==> src/rtl/mult_control_unit.sv <==
// rtl/mult_control_unit.sv - sequencing controller for the 32-bit multiplier datapath
module mult_control_unit #(
  parameter int TIMEOUT = 64
) (
  input  logic       clk,
  input  logic       reset,
  input  logic       enter,
  input  logic       inputdata_ready,
  input  logic       mult_done,
  output logic       loaddata,
  output logic       load_operand,
  output logic [1:0] load_byte,
  output logic       mult_start,
  output logic       disp_half,
  output logic       result_valid,
  output logic       error,
  output logic [2:0] state_dbg
);

  localparam int CW = $clog2(TIMEOUT);
  localparam logic [CW-1:0] CNT_LOAD = CW'(TIMEOUT - 1);

  localparam logic [2:0] S_IDLE    = 3'd0;
  localparam logic [2:0] S_LOAD_A  = 3'd1;
  localparam logic [2:0] S_LOAD_B  = 3'd2;
  localparam logic [2:0] S_START   = 3'd3;
  localparam logic [2:0] S_WAIT    = 3'd4;
  localparam logic [2:0] S_SHOW_HI = 3'd5;
  localparam logic [2:0] S_SHOW_LO = 3'd6;
  localparam logic [2:0] S_ERR     = 3'd7;

  logic [2:0]    state;
  logic [CW-1:0] counter;
  logic          enter_sync1;
  logic          enter_sync2;
  logic          enter_prev;
  logic          enter_edge;

  // Two-flop synchronizer plus history flop: one pulse per press, however long it is held
  always_ff @(posedge clk or negedge reset) begin
    if (!reset) begin
      enter_sync1 <= 1'b0;
      enter_sync2 <= 1'b0;
      enter_prev  <= 1'b0;
    end else begin
      enter_sync1 <= enter;
      enter_sync2 <= enter_sync1;
      enter_prev  <= enter_sync2;
    end
  end

  assign enter_edge = enter_sync2 & ~enter_prev;

  always_ff @(posedge clk or negedge reset) begin
    if (!reset) begin
      state        <= S_IDLE;
      load_byte    <= 2'd3;
      load_operand <= 1'b0;
      counter      <= '0;
    end else begin
      case (state)
        S_IDLE: begin
          if (enter_edge) begin
            state        <= S_LOAD_A;
            load_byte    <= 2'd3;
            load_operand <= 1'b0;
          end
        end
        S_LOAD_A: begin
          if (inputdata_ready) begin
            if (load_byte == 2'd0) begin
              state        <= S_LOAD_B;
              load_byte    <= 2'd3;
              load_operand <= 1'b1;
            end else begin
              load_byte <= load_byte - 2'd1;
            end
          end
        end
        S_LOAD_B: begin
          if (inputdata_ready) begin
            if (load_byte == 2'd0) begin
              state <= S_START;
            end else begin
              load_byte <= load_byte - 2'd1;
            end
          end
        end
        S_START: begin
          counter <= CNT_LOAD;
          state   <= S_WAIT;
        end
        S_WAIT: begin
          // A completion arriving on the last counted cycle still counts as success
          if (mult_done) begin
            state <= S_SHOW_HI;
          end else if (counter == '0) begin
            state <= S_ERR;
          end else begin
            counter <= counter - CW'(1);
          end
        end
        S_SHOW_HI: begin
          if (enter_edge) state <= S_SHOW_LO;
        end
        S_SHOW_LO: begin
          if (enter_edge) state <= S_IDLE;
        end
        S_ERR: begin
          if (enter_edge) state <= S_IDLE;
        end
        default: state <= S_IDLE;
      endcase
    end
  end

  assign loaddata     = (state == S_LOAD_A) || (state == S_LOAD_B);
  assign mult_start   = (state == S_START);
  assign disp_half    = (state != S_SHOW_LO);
  assign result_valid = (state == S_SHOW_HI) || (state == S_SHOW_LO);
  assign error        = (state == S_ERR);
  assign state_dbg    = state;

endmodule

==> config.mk <==
export PLATFORM = sky130hd
export DESIGN_NAME = mult_control_unit
export DESIGN_NICKNAME = d
export VERILOG_FILES = /design/src/rtl/mult_control_unit.sv
export SDC_FILE = /design/constraint.sdc
export NUM_CORES = 1
export LEC_CHECK = 0
export CAP_MARGIN = 20
export CORE_MARGIN = 10
export CORE_UTILIZATION = 54
export DETAILED_ROUTE_END_ITERATION = 8
export HOLD_SLACK_MARGIN = 0.08
export PLACE_DENSITY = 0.85
export SETUP_SLACK_MARGIN = 0.3
export SLEW_MARGIN = 20
export SYNTH_ARGS = -nofsm -noshare
export SYNTH_HDL_FRONTEND = slang
export SYNTH_SLANG_ARGS = --single-unit
==> constraint.sdc <==
create_clock -name clk -period 5.38 [get_ports clk]
set_clock_uncertainty 0.2 [all_clocks]
set_input_delay 1.614 -clock clk [delete_from_list [all_inputs] [get_ports clk]]
set_output_delay 1.614 -clock clk [all_outputs]
set_load 0.02 [all_outputs]
=== After elaboration in Yosys (flattened, before gate mapping) ===
Cells that the tools add are included.

* Register bits: 15
* Input port bits: 5
* Output and inout port bits: 11
* Logic and storage cells: 66

* $add $sub $neg: 2
* Equality and inequality tests: 19
* Muxes and demuxes: 23
* Bitwise gates (word level): 2
* Reduce and logical (&&, ||, !) cells: 13

{| class="wikitable"
|+ Operators by type and width
! operator !! number
|-
| $mux W3 || 9
|-
| $pmux W3 S7 || 1
|-
| $ne A2 B2 Y1 const B || 9
|-
| $eq A3 B3 Y1 const B || 4
|-
| $mux W6 || 2
|-
| $pmux W6 S2 || 1
|-
| $mux W2 || 5
|-
| $reduce_and A8 Y1 || 1
|-
| $eq A3 B2 Y1 const B || 2
|-
| $logic_not A6 Y1 || 1
|-
| $ne A3 B3 Y1 const B || 2
|-
| $pmux W2 S3 || 1
|-
| $sub A6 B1 Y6 const B || 1
|-
| $reduce_and A5 Y1 || 1
|-
| $reduce_and A4 Y1 || 1
|-
| $reduce_bool A2 Y1 || 2
|-
| $eq A3 B1 Y1 const B || 1
|-
| $logic_not A3 Y1 || 1
|-
| $mux W1 || 3
|-
| $reduce_and A3 Y1 || 1
|-
| $reduce_bool A3 Y1 || 1
|-
| $logic_not A2 Y1 || 1
|-
| $logic_or A1 B1 Y1 || 2
|-
| $ne A2 B1 Y1 const B || 1
|-
| other kinds (5) || 5
|}

=== Logic depth before layout (Yosys ltp) ===
Gate-level depths: netlist of the first run.

* Word-level depth: 4
* Mapped depth: 7
* Mapped depth without buffers: 6

=== Least setup slack after synthesis of the first run ===
OpenSTA, ideal clock, no wires.

* Kind: flip-flop to output port
* From: register state[2], in the netlist state_dbg[2]
* To: output port result_valid
* Data arrival time: 1.246 ns
* Data required time: 3.566 ns
* Slack: 2.320 ns
* Stages on the path, launching flop included: 4
* Path through: dfrtp_1 buf_2 clkbuf_1 nor2b_1

* Word-level cells in the longest chain between the ends: 2

{| class="wikitable"
|+ RTL lines
! element !! line !! source
|-
| start: declaration || 32 || <nowiki>logic [2:0] state;</nowiki>
|-
| start signal: assignment || 56 || <nowiki>state <= S_IDLE;</nowiki>
|-
| start signal: assignment || 64 || <nowiki>state <= S_LOAD_A;</nowiki>
|-
| start signal: assignment || 72 || <nowiki>state <= S_LOAD_B;</nowiki>
|-
| $eq A3 B3 Y1 || 120 || <nowiki>assign result_valid = (state == S_SHOW_HI) || (state == S_SHOW_LO);</nowiki>
|-
| $logic_or A1 B1 Y1 (*) || 120 ||
|-
| end: declaration || 15 || <nowiki>output logic result_valid,</nowiki>
|}

Every way passes the cells marked *; elsewhere a longest branch is shown, timed or not.

=== Final worst setup path of the first run ===
* From: register state[2], in the netlist state_dbg[2]
* To: output port mult_start

* Word-level cells in the longest chain between the ends: 1

{| class="wikitable"
|+ RTL lines
! element !! line !! source
|-
| $eq A3 B2 Y1 || 118 || <nowiki>assign mult_start = (state == S_START);</nowiki>
|-
| end: declaration || 13 || <nowiki>output logic mult_start,</nowiki>
|}

No other way between the ends.

==> metrics.yaml, run 1 <==
placement:
  hpwl_mm: 1.404
  place_congestion: 0.7876
  io_buffer_count: 15
  dp.cells: 123
finish:
  insertedDiodeCount: 0
  final_cell_mix: "clkdlybuf4s50_1, dfrtp_1, nand2_1, nor2_1, inv_1"
  final_util_pct: 69.16
  instances_no_fill: 127
  nets: 119
  area_growth_pct: 19.33
  fillers: 112
  final_common_cell: "clkdlybuf4s50_1"
  drive_gt1_share_pct: 10.81
clock_tree:
  cts_tree: "done"
  cts_setup_buffers: 0
  cts_buffer_depth: 2
  cts_resized: 0
  clock_sinks: 15
  htree_levels: 1
  cts-root-buf: "clkbuf_4"
  clk_latency_ns: 0.27
  cts.hold.buffers_added: 0
  cts_made_buffers: 3
  clkTransAtPathRegs_ns: 0.09
detailed_routing:
  routed-wl-met3_um: 155
  vias: 759
  wl_per_cell_um: 14.70
  drt_iter0_drc: 25
  routed-wl-met2_um: 918
  viasPerCell: 5.976
  dr.pass1.iters: 4
  highest_layer: "met4"
  m1WireLength_um: 780
  ant_nets: 0
  wl_mm: 1.867
  drc: 0
setup_path:
  critPathRequiredTime_ns: 3.57
  crit_path_end: "mult_start"
  r2r.worst_path.cells: 6
  worst_ep_arrival_time_ns: 2.12
  ff2ff_setup_slack_ns: 3.32
  rr_startpoint: "load_byte[0]"
  critPathKind: "reg2out"
  slowest_delay_ns: 0.60
  cp-end-kind: "primary output"
  cp_max_fo: 19
  path_cells: "nand2b_1 > or2_1 > inv_2 > clkdlybuf4s50_1"
  cp_slowest_cell: "clkdlybuf4s50_1"
  cp.buffers_inverters: 2
  r2r-end: "load_byte[1]"
  worstSetupStartpointType: "register"
  critPathTopFamily: "buffers and inverters"
  path_depth: 4
  startpoint: "state_dbg[2]"
power_and_ir_drop:
  comb_power_share_pct: 53.1
  internal_power_mw: 0.3253
  power_mw: 0.5795
  irDropWorstVdd_mv: 0.3249
  p_sw_mw: 0.2542
  clkPwrFrac_pct: 11.0
  seq_power_share_pct: 35.9
  power_density_nw_per_um2: 543.6
  swShare_pct: 43.86
  leakagePower_nw: 0.4555
grt:
  grt_pass1_wl_mm: 3.222
  grt_max_degree: 20
  grt-ovfl-total: 0
  first_global_vias: 733
  grt_use_total_pct: 10.95
  antenna_found_initial: 0
timing:
  tightest_slew_ns: 0.6767
  fmax_ghz: 0.2542
  fin_crit_sh_pct: 73.12
  finalSetupViolations: 0
  maxSlewViolCount: 0
  hold_viol: 0
  rsz0062_at_grt: "false"
  finalSetupTns_ns: 0
  slew_headroom_pct: 54.75
  post-route-min-period_ns: 3.934
synthesis:
  yosysSeqAreaShare_pct: 42.30
  synth_nets: 104
  synth.avg_cell_area_um2: 9.210
  synth_edf_count: 0
  synth_cell_types: 41
  synth-seq-cells: 15
  synth_ff_type: "dfrtp_1"
  synthCells: 97
  async_reset_ff_share_pct: 100.0
  syn_area_um2: 893.4
  ys_warn_count: 0
floorplanning:
  pin_count: 16
  placement_rows: 14
  start_util_pct: 57.95
  fp.dieH_um: 60.68
  design.die.area_um2: 3681
  core_area_um2: 1541
  dieWidth_um: 60.68
min_path:
  hp-class: "reg2reg"
status:
  outcome: "finished, final reports clean"
run:
  maxCapViolations: 0
-- cells in the mapped netlist (all sizes together) (3+ instances only) --
master / number / area share (%)
clkbuf: 3 / 1.3
or2: 3 / 2.1
nor3: 3 / 1.7
dfrtp: 13 / 36
a21oi: 6 / 3.4
nand2: 9 / 3.8
o21ai: 5 / 3.2
inv: 8 / 3.4
nor2: 8 / 3.4
-- flip-flops by register name, indices dropped and copies added, names as in the netlist --
signal        flops
counter           6
state_dbg         3
load_byte         2
enter_prev        1
enter_sync1       1
enter_sync2       1
load_operand      1
-- final cells by class --
class / count / area [um^2] / area share, %
Multi-Input combinational cell: 69 / 461.7 / 43.31
Timing Repair Buffer: 15 / 150.1 / 14.08
Tap cell: 16 / 20.02 / 1.878
Sequential cell: 15 / 377.9 / 35.45
Inverter: 8 / 30.03 / 2.817
Clock buffer: 4 / 26.28 / 2.465
-- how the worst min path moves through the flow --
stage	slack (ns)	cells past startpoint	endpoint	startpoint
2_1_floorplan	0.13	0	enter_sync2	enter_sync1
3_3_place_gp	0.14	0	enter_sync2	enter_sync1
3_5_place_dp	0.14	0	enter_sync2	enter_sync1
4_1_cts	0.17	0	enter_sync2	enter_sync1
5_1_grt	0.17	0	enter_sync2	enter_sync1
6_report	0.16	0	enter_sync2	enter_sync1
-- per-layer routing --
metal  GRT usage, %  vias up
li1               -      371
met1          13.04      362
met2          18.63       24
met3          2.296        2
met4          4.389        0
met5              0        -
-- through the flow --
stage / hold WS (ns) / area, um^2 / setup slack (ns)
after global placement: 0.1393 / 1040 / 1.802
after global routing: 0.1741 / 1066 / 1.292
after detailed placement: 0.1419 / 1040 / 1.756
after CTS: 0.1669 / 1066 / 1.429
after floorplan: 0.1312 / 893.4 / 2.320
final: 0.1635 / 1066 / 1.446
-- cell families (layout without fill, tap and decap cells) --
family | after synthesis | in the layout | synth area share [%]
mux | 3 | 3 | 3.501
xor+xnor | 2 | 2 | 1.961
flops | 15 | 15 | 42.30
compound gates | 22 | 22 | 16.25
simple gates | 40 | 40 | 27.17
fa+ha+maj | 2 | 2 | 2.801
buf+inv | 13 | 27 | 6.022
-- power groups by stage --
| stage | clock [mW] | sequential (mW) | combinational [mW] |
|---|---|---|---|
| 2_1_floorplan | 0 | 0.197 | 0.216 |
| 3_3_place_gp | 0 | 0.205 | 0.301 |
| 3_5_place_dp | 0 | 0.210 | 0.309 |
| 4_1_cts | 0.0645 | 0.208 | 0.311 |
| 5_1_grt | 0.0710 | 0.218 | 0.339 |
| 6_report | 0.0636 | 0.208 | 0.308 |
(Power assumes the default switching activity.)
==> run 2: changes to the inputs <==
CORE_UTILIZATION = 50   (was 54)
PLACE_DENSITY = 0.79   (was 0.85)
clock period = 4.04 ns   (was 5.38 ns; I/O delays follow)
==> metrics.yaml, run 2 (synthesized netlist as in run 1, its figures left out) <==
power_and_ir_drop:
  p_sw_mw: 0.3327  # +31%
  irDropWorstVdd_mv: 0.4017  # +24%
  comb_power_share_pct: 52.8  # -0.3 points
  power_density_nw_per_um2: 708.7  # +30%
  internal_power_mw: 0.4317  # +33%
  seq_power_share_pct: 36.0  # about the same
  swShare_pct: 43.53  # -0.34 points
  leakagePower_nw: 0.4582  # +0.60%
  clkPwrFrac_pct: 11.2  # +0.2 points
  power_mw: 0.7644  # +32%
setup_path:
  ff2ff_setup_slack_ns: 2.00  # -1.32 ns
  r2r.worst_path.cells: 6  # unchanged
  r2r-end: "load_byte[1]"
  cp_max_fo: 19  # unchanged
  worstSetupStartpointType: "register"
  critPathKind: "reg2out"
  worst_ep_arrival_time_ns: 2.14  # +0.02 ns
  cp-end-kind: "primary output"
  critPathRequiredTime_ns: 2.63  # -0.94 ns
  rr_startpoint: "load_byte[0]"
clock_tree:
  clkTransAtPathRegs_ns: 0.10  # about the same
  cts_made_buffers: 3  # unchanged
  cts_buffer_depth: 2  # unchanged
  cts-root-buf: "clkbuf_4"
  clock_sinks: 15  # unchanged
  cts_resized: 0  # unchanged
  htree_levels: 1  # unchanged
  cts_tree: "done"
  cts_setup_buffers: 0  # unchanged
  clk_latency_ns: 0.28  # about the same
  cts.hold.buffers_added: 0  # unchanged
finish:
  largest_reg_flops: 6  # unchanged
  final_cell_mix: "clkdlybuf4s50_1, dfrtp_1, nand2_1, nor2_1, inv_1"
  area_growth_pct: 20.73
  drive_gt1_share_pct: 11.71  # +0.90 points
  regMostFlops: "counter"
  final_common_cell: "clkdlybuf4s50_1"
  insertedDiodeCount: 0  # unchanged
  nets: 119  # unchanged
floorplanning:
  start_util_pct: 52.31  # -5.6 points
  placement_rows: 15  # +1
  dieWidth_um: 62.27  # +2.6%
  pin_count: 16  # unchanged
  fp.dieH_um: 62.27  # +2.6%
  core_area_um2: 1708  # +11%
  design.die.area_um2: 3878  # +5.3%
grt:
  grt_pass1_wl_mm: 3.167  # -1.7%
  grtUsageMet1_pct: 11.76  # -1.3 points
  first_global_vias: 702  # -4.2%
  grt_use_total_pct: 9.601  # -1.4 points
  grt.busiest_layer: "met2"
  antenna_found_initial: 0  # unchanged
  use_met3_pct: 3.763  # +1.5 points
  grt-ovfl-total: 0  # unchanged
  grt_max_degree: 20  # unchanged
  use_met2_pct: 15.26  # -3.4 points
detailed_routing:
  wl_per_cell_um: 12.69  # -14%
  dr.pass1.iters: 4  # unchanged
  wl_mm: 1.726  # -7.6%
  drt_iter0_drc: 11  # -56%
  ant_nets: 0  # unchanged
  viasPerCell: 5.206  # -13%
  vias: 708  # -6.7%
  drc: 0  # unchanged
timing:
  fin_crit_sh_pct: 87.87
  finalSetupTns_ns: 0  # unchanged
  tightest_slew_ns: 0.6644  # -0.01229 ns
  fmax_ghz: 0.2817
  rsz0062_at_grt: "false"
  hold_ws_ns: 0.1626  # -0.0008810 ns
  maxSlewViolCount: 0  # unchanged
  hold_viol: 0  # unchanged
  finalSetupViolations: 0  # unchanged
  post-route-min-period_ns: 3.550
  slew_headroom_pct: 55.57  # +0.82 points
placement:
  io_buffer_count: 15  # unchanged
  hpwl_mm: 1.331  # -5.2%
  place_congestion: 0.7940  # +0.81%
min_path:
  hp-class: "reg2reg"
  min_from: "enter_sync1"
  holdPathStages: 0  # unchanged
  worstHoldEndpoint: "enter_sync2"
status:
  outcome: "finished, final reports clean"
run:
  maxCapViolations: 0  # unchanged
[run 2: worst max path at each step]
stage | slack, ns | startpoint | end
2_1_floorplan | 1.38 | state_dbg[2] | result_valid
3_3_place_gp | 0.85 | state_dbg[2] | mult_start
3_5_place_dp | 0.80 | state_dbg[2] | mult_start
4_1_cts | 0.48 | state_dbg[2] | mult_start
5_1_grt | 0.34 | state_dbg[2] | mult_start
6_report | 0.49 | state_dbg[2] | mult_start
[run 2: power groups by stage]
| stage | Clock (mW) | Sequential (mW) | Combinational (mW) |
|---|---|---|---|
| global route | 0.0952 | 0.289 | 0.454 |
| global placement | 0 | 0.273 | 0.402 |
| floorplan | 0 | 0.263 | 0.287 |
| finish | 0.0857 | 0.275 | 0.404 |
| detailed placement | 0 | 0.280 | 0.407 |
| CTS | 0.0875 | 0.275 | 0.410 |
[run 2: layout make-up]
cell class | count | area (um^2)
clock buffers | 3 | 22.52
clock inverters | 1 | 5.005
fillers | 151 | 629.4
inverters | 8 | 30.03
multi-input cells | 69 | 461.7
flip-flops and latches | 15 | 377.9
well taps | 25 | 31.28
repair buffers | 15 | 150.1
[run 2: through the flow]
| step | instances | setup WS [ns] | cell area, um^2 | util (%) |
|---|---|---|---|---|
| floorplan | 97 | 1.382 | 893.4 | - |
| global placement | 132 | 0.8543 | 1051 | 61.54 |
| detailed placement | 132 | 0.7990 | 1051 | 61.54 |
| CTS | 136 | 0.4837 | 1079 | 63.15 |
| global route | 136 | 0.3353 | 1079 | 63.15 |
| finish | 136 | 0.4901 | 1079 | 63.15 |
[run 2: metal layers]
layer	part of all wire, %	wire length [um]	vias up
met1	48	826	327
li1	-	-	368
met5	0	0	-
met3	5.8	100	2
met2	46	788	11
met4	0.70	12	0
[run 2: worst max-delay path, stage by stage (launching register included)]
cell and delay [ns]:
dfrtp_1 0.57, nand2b_1 0.26, or2_1 0.32, inv_2 0.10
clkdlybuf4s50_1 0.60
